File: config.mk
export PLATFORM = sky130hd
export DESIGN_NAME = instr_mem_ctrl
export DESIGN_NICKNAME = d
export VERILOG_FILES = /design/src/rtl/instr_mem_ctrl.sv
export SDC_FILE = /design/constraint.sdc
export NUM_CORES = 1
export LEC_CHECK = 0
export CORE_MARGIN = 10
export CORE_UTILIZATION = 34
export CTS_BUF_LIST = sky130_fd_sc_hd__clkbuf_8
export DETAILED_ROUTE_END_ITERATION = 6
export HOLD_SLACK_MARGIN = 0.08
export PLACE_DENSITY_LB_ADDON = 0.08
export SYNTH_ARGS = -nofsm -noshare
export SYNTH_HDL_FRONTEND = slang
export SYNTH_SLANG_ARGS = --single-unit
File: constraint.sdc
create_clock -name clk_i -period 3.36 [get_ports clk_i]
set_input_delay 1.008 -clock clk_i [delete_from_list [all_inputs] [get_ports clk_i]]
set_output_delay 1.008 -clock clk_i [all_outputs]
set_load 0.02 [all_outputs]
File: src/rtl/instr_mem_ctrl.sv
// Instruction-side SRAM controller: range/alignment check, programmable wait
// states before a single-cycle SRAM read, one fetch outstanding at a time.
`timescale 1ns/1ps
module instr_mem_ctrl #(
    parameter logic [31:0] MEM_BASE    = 32'h0000_0000,
    parameter logic [31:0] MEM_SIZE    = 32'h0004_0000,
    parameter int          WAIT_CYCLES = 0,
    localparam int         ADDR_W      = $clog2(MEM_SIZE / 4)
) (
    input  logic              clk_i,
    input  logic              rst_i,
    input  logic              instr_req_i,
    output logic              instr_gnt_o,
    input  logic [31:0]       instr_addr_i,
    output logic              instr_rvalid_o,
    output logic [31:0]       instr_rdata_o,
    output logic              instr_err_o,
    output logic              mem_req_o,
    output logic [ADDR_W-1:0] mem_addr_o,
    input  logic [31:0]       mem_rdata_i
);

    typedef enum logic [2:0] {S_IDLE, S_WAIT, S_MEM, S_RESP, S_ERR} state_t;

    state_t            state_q, state_d;
    logic [3:0]        cnt_q, cnt_d;
    logic [32:0]       mem_end;
    logic              addr_err;
    logic [ADDR_W-1:0] word_addr;

    // 33-bit compare so a window ending at 2^32 does not wrap to zero
    assign mem_end   = {1'b0, MEM_BASE} + {1'b0, MEM_SIZE};
    assign addr_err  = ({1'b0, instr_addr_i} < {1'b0, MEM_BASE}) ||
                       ({1'b0, instr_addr_i} >= mem_end) ||
                       (instr_addr_i[1:0] != 2'b00);
    assign word_addr = ADDR_W'((instr_addr_i - MEM_BASE) >> 2);

    always_comb begin
        state_d        = state_q;
        cnt_d          = cnt_q;
        instr_gnt_o    = 1'b0;
        instr_rvalid_o = 1'b0;
        instr_rdata_o  = 32'h0;
        instr_err_o    = 1'b0;

        case (state_q)
            S_IDLE, S_RESP, S_ERR: instr_gnt_o = instr_req_i && !rst_i;
            default: ;
        endcase

        case (state_q)
            S_WAIT: begin
                cnt_d = cnt_q - 4'd1;
                if (cnt_q == 4'd1) state_d = S_MEM;
            end
            S_MEM:  state_d = S_RESP;
            S_RESP: begin
                instr_rvalid_o = 1'b1;
                instr_rdata_o  = mem_rdata_i;
                state_d        = S_IDLE;
            end
            S_ERR: begin
                instr_rvalid_o = 1'b1;
                instr_err_o    = 1'b1;
                state_d        = S_IDLE;
            end
            default: state_d = S_IDLE;
        endcase

        // a grant in IDLE/RESP/ERR overrides the fall-back to IDLE
        if (instr_gnt_o) begin
            if (addr_err) begin
                state_d = S_ERR;
            end else if (WAIT_CYCLES == 0) begin
                state_d = S_MEM;
            end else begin
                state_d = S_WAIT;
                cnt_d   = 4'(WAIT_CYCLES);
            end
        end
    end

    always_ff @(posedge clk_i) begin
        if (rst_i) begin
            state_q    <= S_IDLE;
            cnt_q      <= 4'd0;
            mem_req_o  <= 1'b0;
            mem_addr_o <= '0;
        end else begin
            state_q   <= state_d;
            cnt_q     <= cnt_d;
            mem_req_o <= (state_d == S_MEM);
            if (instr_gnt_o && !addr_err) mem_addr_o <= word_addr;
        end
    end

endmodule
Word-level counts from Yosys, hierarchy flattened --
Index checks and enable logic that the tools add are counted.
Operators by class: add/subtract/negate cells 1, magnitude comparators 1, equality and inequality tests 6, multiplexer cells 8, reductions and logical operators 9
Operators by type and width (count):
- greater-or-equal comparator 32 x 19 -> 1 bit, second input constant | 1
- 2-to-1 mux 32 bit | 1
- equality test 3 x 2 -> 1 bit, second input constant | 3
- 2-to-1 mux 3 bit | 3
- one-hot mux 3 bit (2 select lines) | 1
- equality test 4 x 1 -> 1 bit, second input constant | 1
- subtractor 4 x 1 -> 4 bit, second input constant | 1
- equality test 3 x 1 -> 1 bit, second input constant | 1
- equality test 3 bit, second input constant | 1
- logical NOT 3 bit | 1
- 2-to-1 mux 1 bit | 3
- OR reduction 3 bit | 1
- logical AND 1 bit | 2
- logical NOT 1 bit | 2
- nonzero test 2 bit | 1
- OR reduction 2 bit | 1
- logical OR 1 bit | 1
Word-level totals: bits in registers 24, input port bits 67, output and inout bits 52, word-level logic and storage cells 29

Logic depth before layout (Yosys ltp) --
Gate-level depths: netlist of the first run.
word-level depth 5, depth in mapped cells 5, depth with buffers taken out 5

Worst setup path after synthesis of the first run --
No wires, ideal clock.
path type input port to output port, start point input port instr_req_i, end point output port instr_gnt_o, arrival 1.461 ns, required time 2.352 ns, setup slack 0.891 ns, cell stages on the path 3, path buffers 0, cell sequence nor2b_1 > o21ai_4 > inv_1
On the way: longest elaborated chain between the ends 2
Ends and longest elaborated chain:
- start: declaration | line 12 | input logic instr_req_i,
- logical AND 1 bit | line 47 | S_IDLE, S_RESP, S_ERR: instr_gnt_o = instr_req_i && !rst_i;
- 2-to-1 mux 1 bit | line 46 | case (state_q)
- end: declaration | line 13 | output logic instr_gnt_o,
Every way passes these cells.

Final worst setup path of the first run --
start point input port mem_rdata_i[13], end point output port instr_rdata_o[13]
On the way: longest elaborated chain between the ends 1
Ends and longest elaborated chain:
- start: declaration | line 20 | input logic [31:0] mem_rdata_i
- 2-to-1 mux 32 bit | line 51 | case (state_q)
- end: declaration | line 16 | output logic [31:0] instr_rdata_o,
Every way passes these cells.

==> impl_metrics.py, run 1 <==
metrics = {
    "power": {
        "p_per_area_mw_per_mm2": 220,
        "peakVddDrop_uv": 341,
        "leakagePower_nw": 0.990,
    },
    "setup_path": {
        "timing.critical_path.fanout_max": 1,
        "cp_cell_sequence": "clkdlybuf4s50_1 -> and2_1 -> clkdlybuf4s50_1",
        "cp_top_family": "buffers and inverters",
        "rr_worst_depth": 6,
        "r2r_setup_slack_ns": 1.39,
        "crit_type": "primary input to primary output",
        "cpMaxStageDelayCell": "clkdlybuf4s50_1",
        "r2r_end": "mem_addr_o[9]",
        "worst_path_most_repeated_cell": "clkdlybuf4s50_1",
        "timing.critical_path.buf_inv": 2,
        "critPathArrivalTime_ns": 2.20,
        "crit_path_max_incr_delay_ns": 0.61,
        "start_kind": "primary input",
        "r2r_start": "state_q[2]",
        "worstPathRequired_ns": 2.35,
        "crit_path_end_kind": "primary output",
    },
    "drt": {
        "first_pass_iters": 4,
        "drt_iter0_markers": 70,
        "wl_per_cell_um": 15.6,
        "vias": 1264,
        "routed_wl_um": 4710,
        "drc_errors": 0,
        "vias_per_cell": 4.20,
        "final_antenna_net_count": 0,
    },
    "cts": {
        "clock_latency_ns": 0.26,
        "cts_buffers": 3,
        "cts_tree": "done",
        "ctsHoldBuffers": 0,
        "cts_root_buf": "clkbuf_8",
        "htreeDepth": 1,
        "clk_pin_slew_ns": 0.08,
        "cts_setup_buffers": 0,
        "clockBufferDepth": 2,
        "numClockSinks": 24,
    },
    "global_routing": {
        "grt_max_degree": 35,
        "grt_use_total": 0.127,
        "gr-total-overflow": 0,
        "grt_pass1_wl_um": 6820,
        "antenna_found_initial": 0,
        "grt_pass1_vias": 1329,
    },
    "die": {
        "die_area_mm2": 0.00681,
        "placementRows": 22,
        "fp.dieH_um": 82.5,
        "core_mm2": 0.00372,
        "die-width_um": 82.5,
        "ioPinCount": 119,
        "start_util": 0.358,
    },
    "sta": {
        "period_share": 0.954,
        "rsz0062_at_grt": "no",
        "relSlewSlack": 0.538,
        "tightest_slew_ns": 0.692,
        "slew_violations": 0,
        "skew_ns": 0.00216,
        "hold_violations": 0,
        "setup_slack_ns": 0.155,
        "setup-violations-final": 0,
        "min_period_ns": 3.21,
        "max_freq_mhz": 312,
    },
    "synthesis": {
        "synth_flop_cell": "dfxtp_1",
        "synth_edf_count": 0,
        "ys_ff_latch": 24,
        "synth_warnings": 0,
        "syn_area_mm2": 0.00133,
        "avgSynthCellArea_um2": 9.93,
        "synthCells": 134,
        "synthArstFlopShare": 0,
        "synth_nets": 203,
        "yosysSeqAreaShare": 0.361,
        "synth_cell_types": 27,
    },
    "placement": {
        "dp_hpwl_um": 4020,
        "io_buffers": 118,
        "place_congestion": 0.769,
        "pre_cts_ws_ns": -0.0562,
        "dpl-instance-area_mm2": 0.00255,
    },
    "run": {
        "maxCapViolCount": 0,
    },
    "finish": {
        "fillers": 306,
        "area_growth_pct": 96.1,
        "postLayoutCellArea_mm2": 0.00261,
        "num_antenna_cells": 0,
        "drive_gt1_frac": 0.126,
        "fin_nets": 323,
    },
    "hold_path": {
        "hold_class": "register to register",
        "holdPathStages": 1,
        "hold_start": "state_q[2]",
        "min_to": "state_q[0]",
    },
    "status": {
        "outcome": "finished, final reports clean",
    },
}
[worst max path at each step]
| stage | to | slack [ns] | startpoint | cells past startpoint |
|---|---|---|---|---|
| after floorplan | instr_gnt_o | 0.89 | instr_req_i | 3 |
| after detailed placement | instr_gnt_o | -0.06 | instr_req_i | 5 |
| after global placement | instr_gnt_o | -0.04 | rst_i | 5 |
| after CTS | instr_rdata_o[8] | 0.15 | mem_rdata_i[8] | 3 |
| final | instr_rdata_o[13] | 0.15 | mem_rdata_i[13] | 3 |
| after global routing | instr_rdata_o[10] | 0.11 | mem_rdata_i[10] | 3 |
[final cells by class]
type,count,area [µm²],area share
tap,48,60.1,0.0230
timing repair buffer,121,1200,0.461
multi-input combinational,101,800,0.306
inverter,3,11.3,0.00432
sequential,24,480,0.184
clock buffer,4,55.1,0.0211
[where the power goes]
| part | switching (W) | internal (W) |
|---|---|---|
| registers | 0.000000791 | 0.000285 |
| clock network | 0.0000888 | 0.000105 |
| logic | 0.0000211 | 0.0000741 |
| total | 0.000111 | 0.000463 |
[synth_stat cells (3+ instances only)]
master	count	area (µm²)
nor4_2	4	50.1
mux2_4	10	150
nor2b_1	20	125
and2_1	33	206
clkbuf_1	5	18.8
dfxtp_1	24	480
nor2_1	6	22.5
mux2_2	6	67.6
inv_1	3	11.3
nand2_1	3	11.3
[layer usage]
layer  global-route usage  share of wire  vias up
met1                0.129           0.35      553
met3               0.0389          0.054        0
met5                    0              0        -
met2                0.256           0.60       35
li1                     -              -      676
met4               0.0100              0        0
[cells by family (layout without fill, tap and decap cells)]
group | Yosys count | after routing | synth area share
fa+ha+maj | 2 | 2 | 0.0188
compound gates | 6 | 6 | 0.0376
xor+xnor | 3 | 3 | 0.0198
flops | 24 | 24 | 0.361
simple gates | 74 | 74 | 0.361
mux | 16 | 16 | 0.164
buf+inv | 9 | 128 | 0.0376
[flip-flops by register name, summed over array words and instances, names as in the netlist]
name	flops
mem_addr_o	16
cnt_q	4
state_q	3
mem_req_o	1
[timing repair]
item,4_1_cts,5_1_grt
resized for setup,1,0
hold endpoints to repair,0,0
setup endpoints to repair,1,0
[per-stage QoR]
stage               instances  utilization  total power, W  hold slack (ns)  TNS [ns]
finish                    301        0.702        0.000574            0.514         0
global route              301        0.702        0.000599            0.555         0
CTS                       301        0.702        0.000583            0.511         0
detailed placement        297        0.688        0.000389            0.499   -0.0562
global placement          297        0.688        0.000387            0.496   -0.0385
floorplan                 134            -        0.000304            0.453         0
[cell usage in the layout, fill, tap and decap left out, types with 2 or more instances in the layout]
cell	instances
nor2_1	6
nand2_1	3
inv_1	3
dfxtp_1	24
nor4_2	4
buf_4	3
mux2_2	6
mux2_4	10
and2_1	33
clkbuf_8	4
xor2_1	2
ha_1	2
nor3_1	2
nor2b_1	20
clkdlybuf4s50_1	117
Power figures use the tool's default switching activity.
==> run 2: changes to the inputs <==
--- a/config.mk
+++ b/config.mk
@@ -14,3 +14,4 @@
 export SYNTH_ARGS = -nofsm -noshare
 export SYNTH_HDL_FRONTEND = slang
 export SYNTH_SLANG_ARGS = --single-unit
+export TNS_END_PERCENT = 10
==> results of run 2 <==
Final layout, timing and power as in run 1 (identical DEF).
==> run 3: changes to the inputs <==
--- a/config.mk
+++ b/config.mk
@@ -5,7 +5,7 @@
 export SDC_FILE = /design/constraint.sdc
 export NUM_CORES = 1
 export LEC_CHECK = 0
-export CORE_MARGIN = 10
+export CORE_MARGIN = 2
 export CORE_UTILIZATION = 34
 export CTS_BUF_LIST = sky130_fd_sc_hd__clkbuf_8
 export DETAILED_ROUTE_END_ITERATION = 6
@@ -14,4 +14,3 @@
 export SYNTH_ARGS = -nofsm -noshare
 export SYNTH_HDL_FRONTEND = slang
 export SYNTH_SLANG_ARGS = --single-unit
-export TNS_END_PERCENT = 10
==> impl_metrics.py, run 3 (same netlist as run 1, synthesis figures left out) <==
metrics = {
    "setup_path": {
        "worstPathRequired_ns": 2.35,
        "start_kind": "primary input",
        "timing.critical_path.fanout_max": 1,
        "crit_path_end_kind": "primary output",
        "crit_type": "primary input to primary output",
        "critPathArrivalTime_ns": 2.18,
    },
    "power": {
        "leakagePower_nw": 0.997,
        "p_per_area_mw_per_mm2": 238,
        "peakVddDrop_uv": 334,
    },
    "finish": {
        "top_regs": "mem_addr_o: 16 flops, cnt_q: 4 flops, state_q: 3 flops",
        "fin_nets": 323,
        "area_growth_pct": 97.4,
        "final_cell_mix": "clkdlybuf4s50_1 (117), and2_1 (33), dfxtp_1 (24), nor2b_1 (20), mux2_4 (10)",
        "drive_gt1_frac": 0.126,
        "final_common_cell": "clkdlybuf4s50_1",
        "num_antenna_cells": 0,
        "regMostFlops": "mem_addr_o",
        "fillers": 303,
        "finalNonFillerCells": 301,
        "largest_reg_flops": 16,
    },
    "cts": {
        "ctsHoldBuffers": 0,
        "htreeDepth": 1,
        "cts_tree": "done",
        "clk_pin_slew_ns": 0.08,
        "cts_root_buf": "clkbuf_8",
        "cts_setup_buffers": 0,
        "clockBufferDepth": 2,
        "cts_buffers": 3,
        "numClockSinks": 24,
        "clock_latency_ns": 0.26,
    },
    "die": {
        "ioPinCount": 119,
        "die_area_mm2": 0.00443,
        "fp.dieH_um": 66.5,
        "start_util": 0.358,
        "placementRows": 22,
        "die-width_um": 66.5,
        "core_mm2": 0.00372,
    },
    "global_routing": {
        "grt_pass1_wl_um": 5570,
        "antenna_found_initial": 0,
        "grt_use_total": 0.161,
        "grt_pass1_vias": 1208,
        "gr-total-overflow": 0,
        "grt_max_degree": 35,
    },
    "sta": {
        "tightest_slew_ns": 0.709,
        "period_share": 0.949,
        "min_period_ns": 3.19,
        "setup-violations-final": 0,
        "rsz0062_at_grt": "no",
        "hold_violations": 0,
        "setup_tns_ns": 0,
        "setup_slack_ns": 0.171,
        "relSlewSlack": 0.527,
        "skew_ns": 0.00227,
        "slew_violations": 0,
        "max_freq_mhz": 314,
    },
    "run": {
        "maxCapViolCount": 0,
    },
    "hold_path": {
        "hold_class": "register to register",
    },
    "drt": {
        "first_pass_iters": 4,
        "routed_wl_um": 3660,
        "final_antenna_net_count": 0,
        "drt_iter0_markers": 26,
        "vias_per_cell": 4.33,
        "vias": 1302,
        "wl_per_cell_um": 12.2,
        "drc_errors": 0,
    },
    "placement": {
        "placed_cells": 297,
        "io_buffers": 118,
        "pre_cts_ws_ns": -0.0453,
        "dp_hpwl_um": 3070,
        "place_congestion": 0.719,
    },
    "status": {
        "outcome": "finished, final reports clean",
    },
}
==> run 3: changes by cell type in the layout (fill, tap and decap cells not counted) <==
cell / previous run / this run
bufinv_16: 0 / 1
clkbuf_8: 4 / 3
==> run 3: critical path, stage by stage <==
cell,delay [ns]
clkdlybuf4s50_1,0.45
and2_1,0.11
clkdlybuf4s50_1,0.61
==> run 3: cell type report <==
class	count	area, µm²	area share
Tap cell	48	60.1	0.0229
Sequential cell	24	480	0.183
Inverter	3	11.3	0.00429
Multi-Input combinational cell	101	800	0.305
Clock buffer	3	41.3	0.0157
Timing Repair Buffer	121	1200	0.458
Clock inverter	1	30.0	0.0114
==> run 3: per-layer routing <==
metal,routed length [µm],global-route usage
met1,1380,0.185
met2,2040,0.313
met3,233,0.0422
met4,0,0
met5,0,0
==> run 3: path summary, 6_finish.rpt <==
check,from,end,slack [ns],depth (start not counted)
worst min-delay path,state_q[2],state_q[0],0.52,1
worst max register to register,state_q[2],mem_addr_o[8],1.41,6
worst max-delay path,mem_rdata_i[27],instr_rdata_o[27],0.17,3
worst min register to register,state_q[2],state_q[0],0.52,1
==> run 3: what timing repair did <==
item	in CTS	in global routing
setup endpoints to repair	1	0
hold endpoints to repair	0	0
resized for setup	1	0
==> run 3: through the flow <==
stage | util | hold slack [ns] | total power, W | cell area, µm²
after global placement | 0.688 | 0.495 | 0.000387 | 2550
after floorplan | - | 0.453 | 0.000304 | 1330
after detailed placement | 0.688 | 0.513 | 0.000388 | 2550
after CTS | 0.706 | 0.525 | 0.000632 | 2630
after global routing | 0.706 | 0.549 | 0.000651 | 2630
final | 0.706 | 0.522 | 0.000624 | 2630
==> run 3: power by group <==
group | internal (W) | total, W | switching [W]
logic | 0.0000740 | 0.0000943 | 0.0000203
registers | 0.000285 | 0.000286 | 0.000000844
clock network | 0.000159 | 0.000244 | 0.0000851
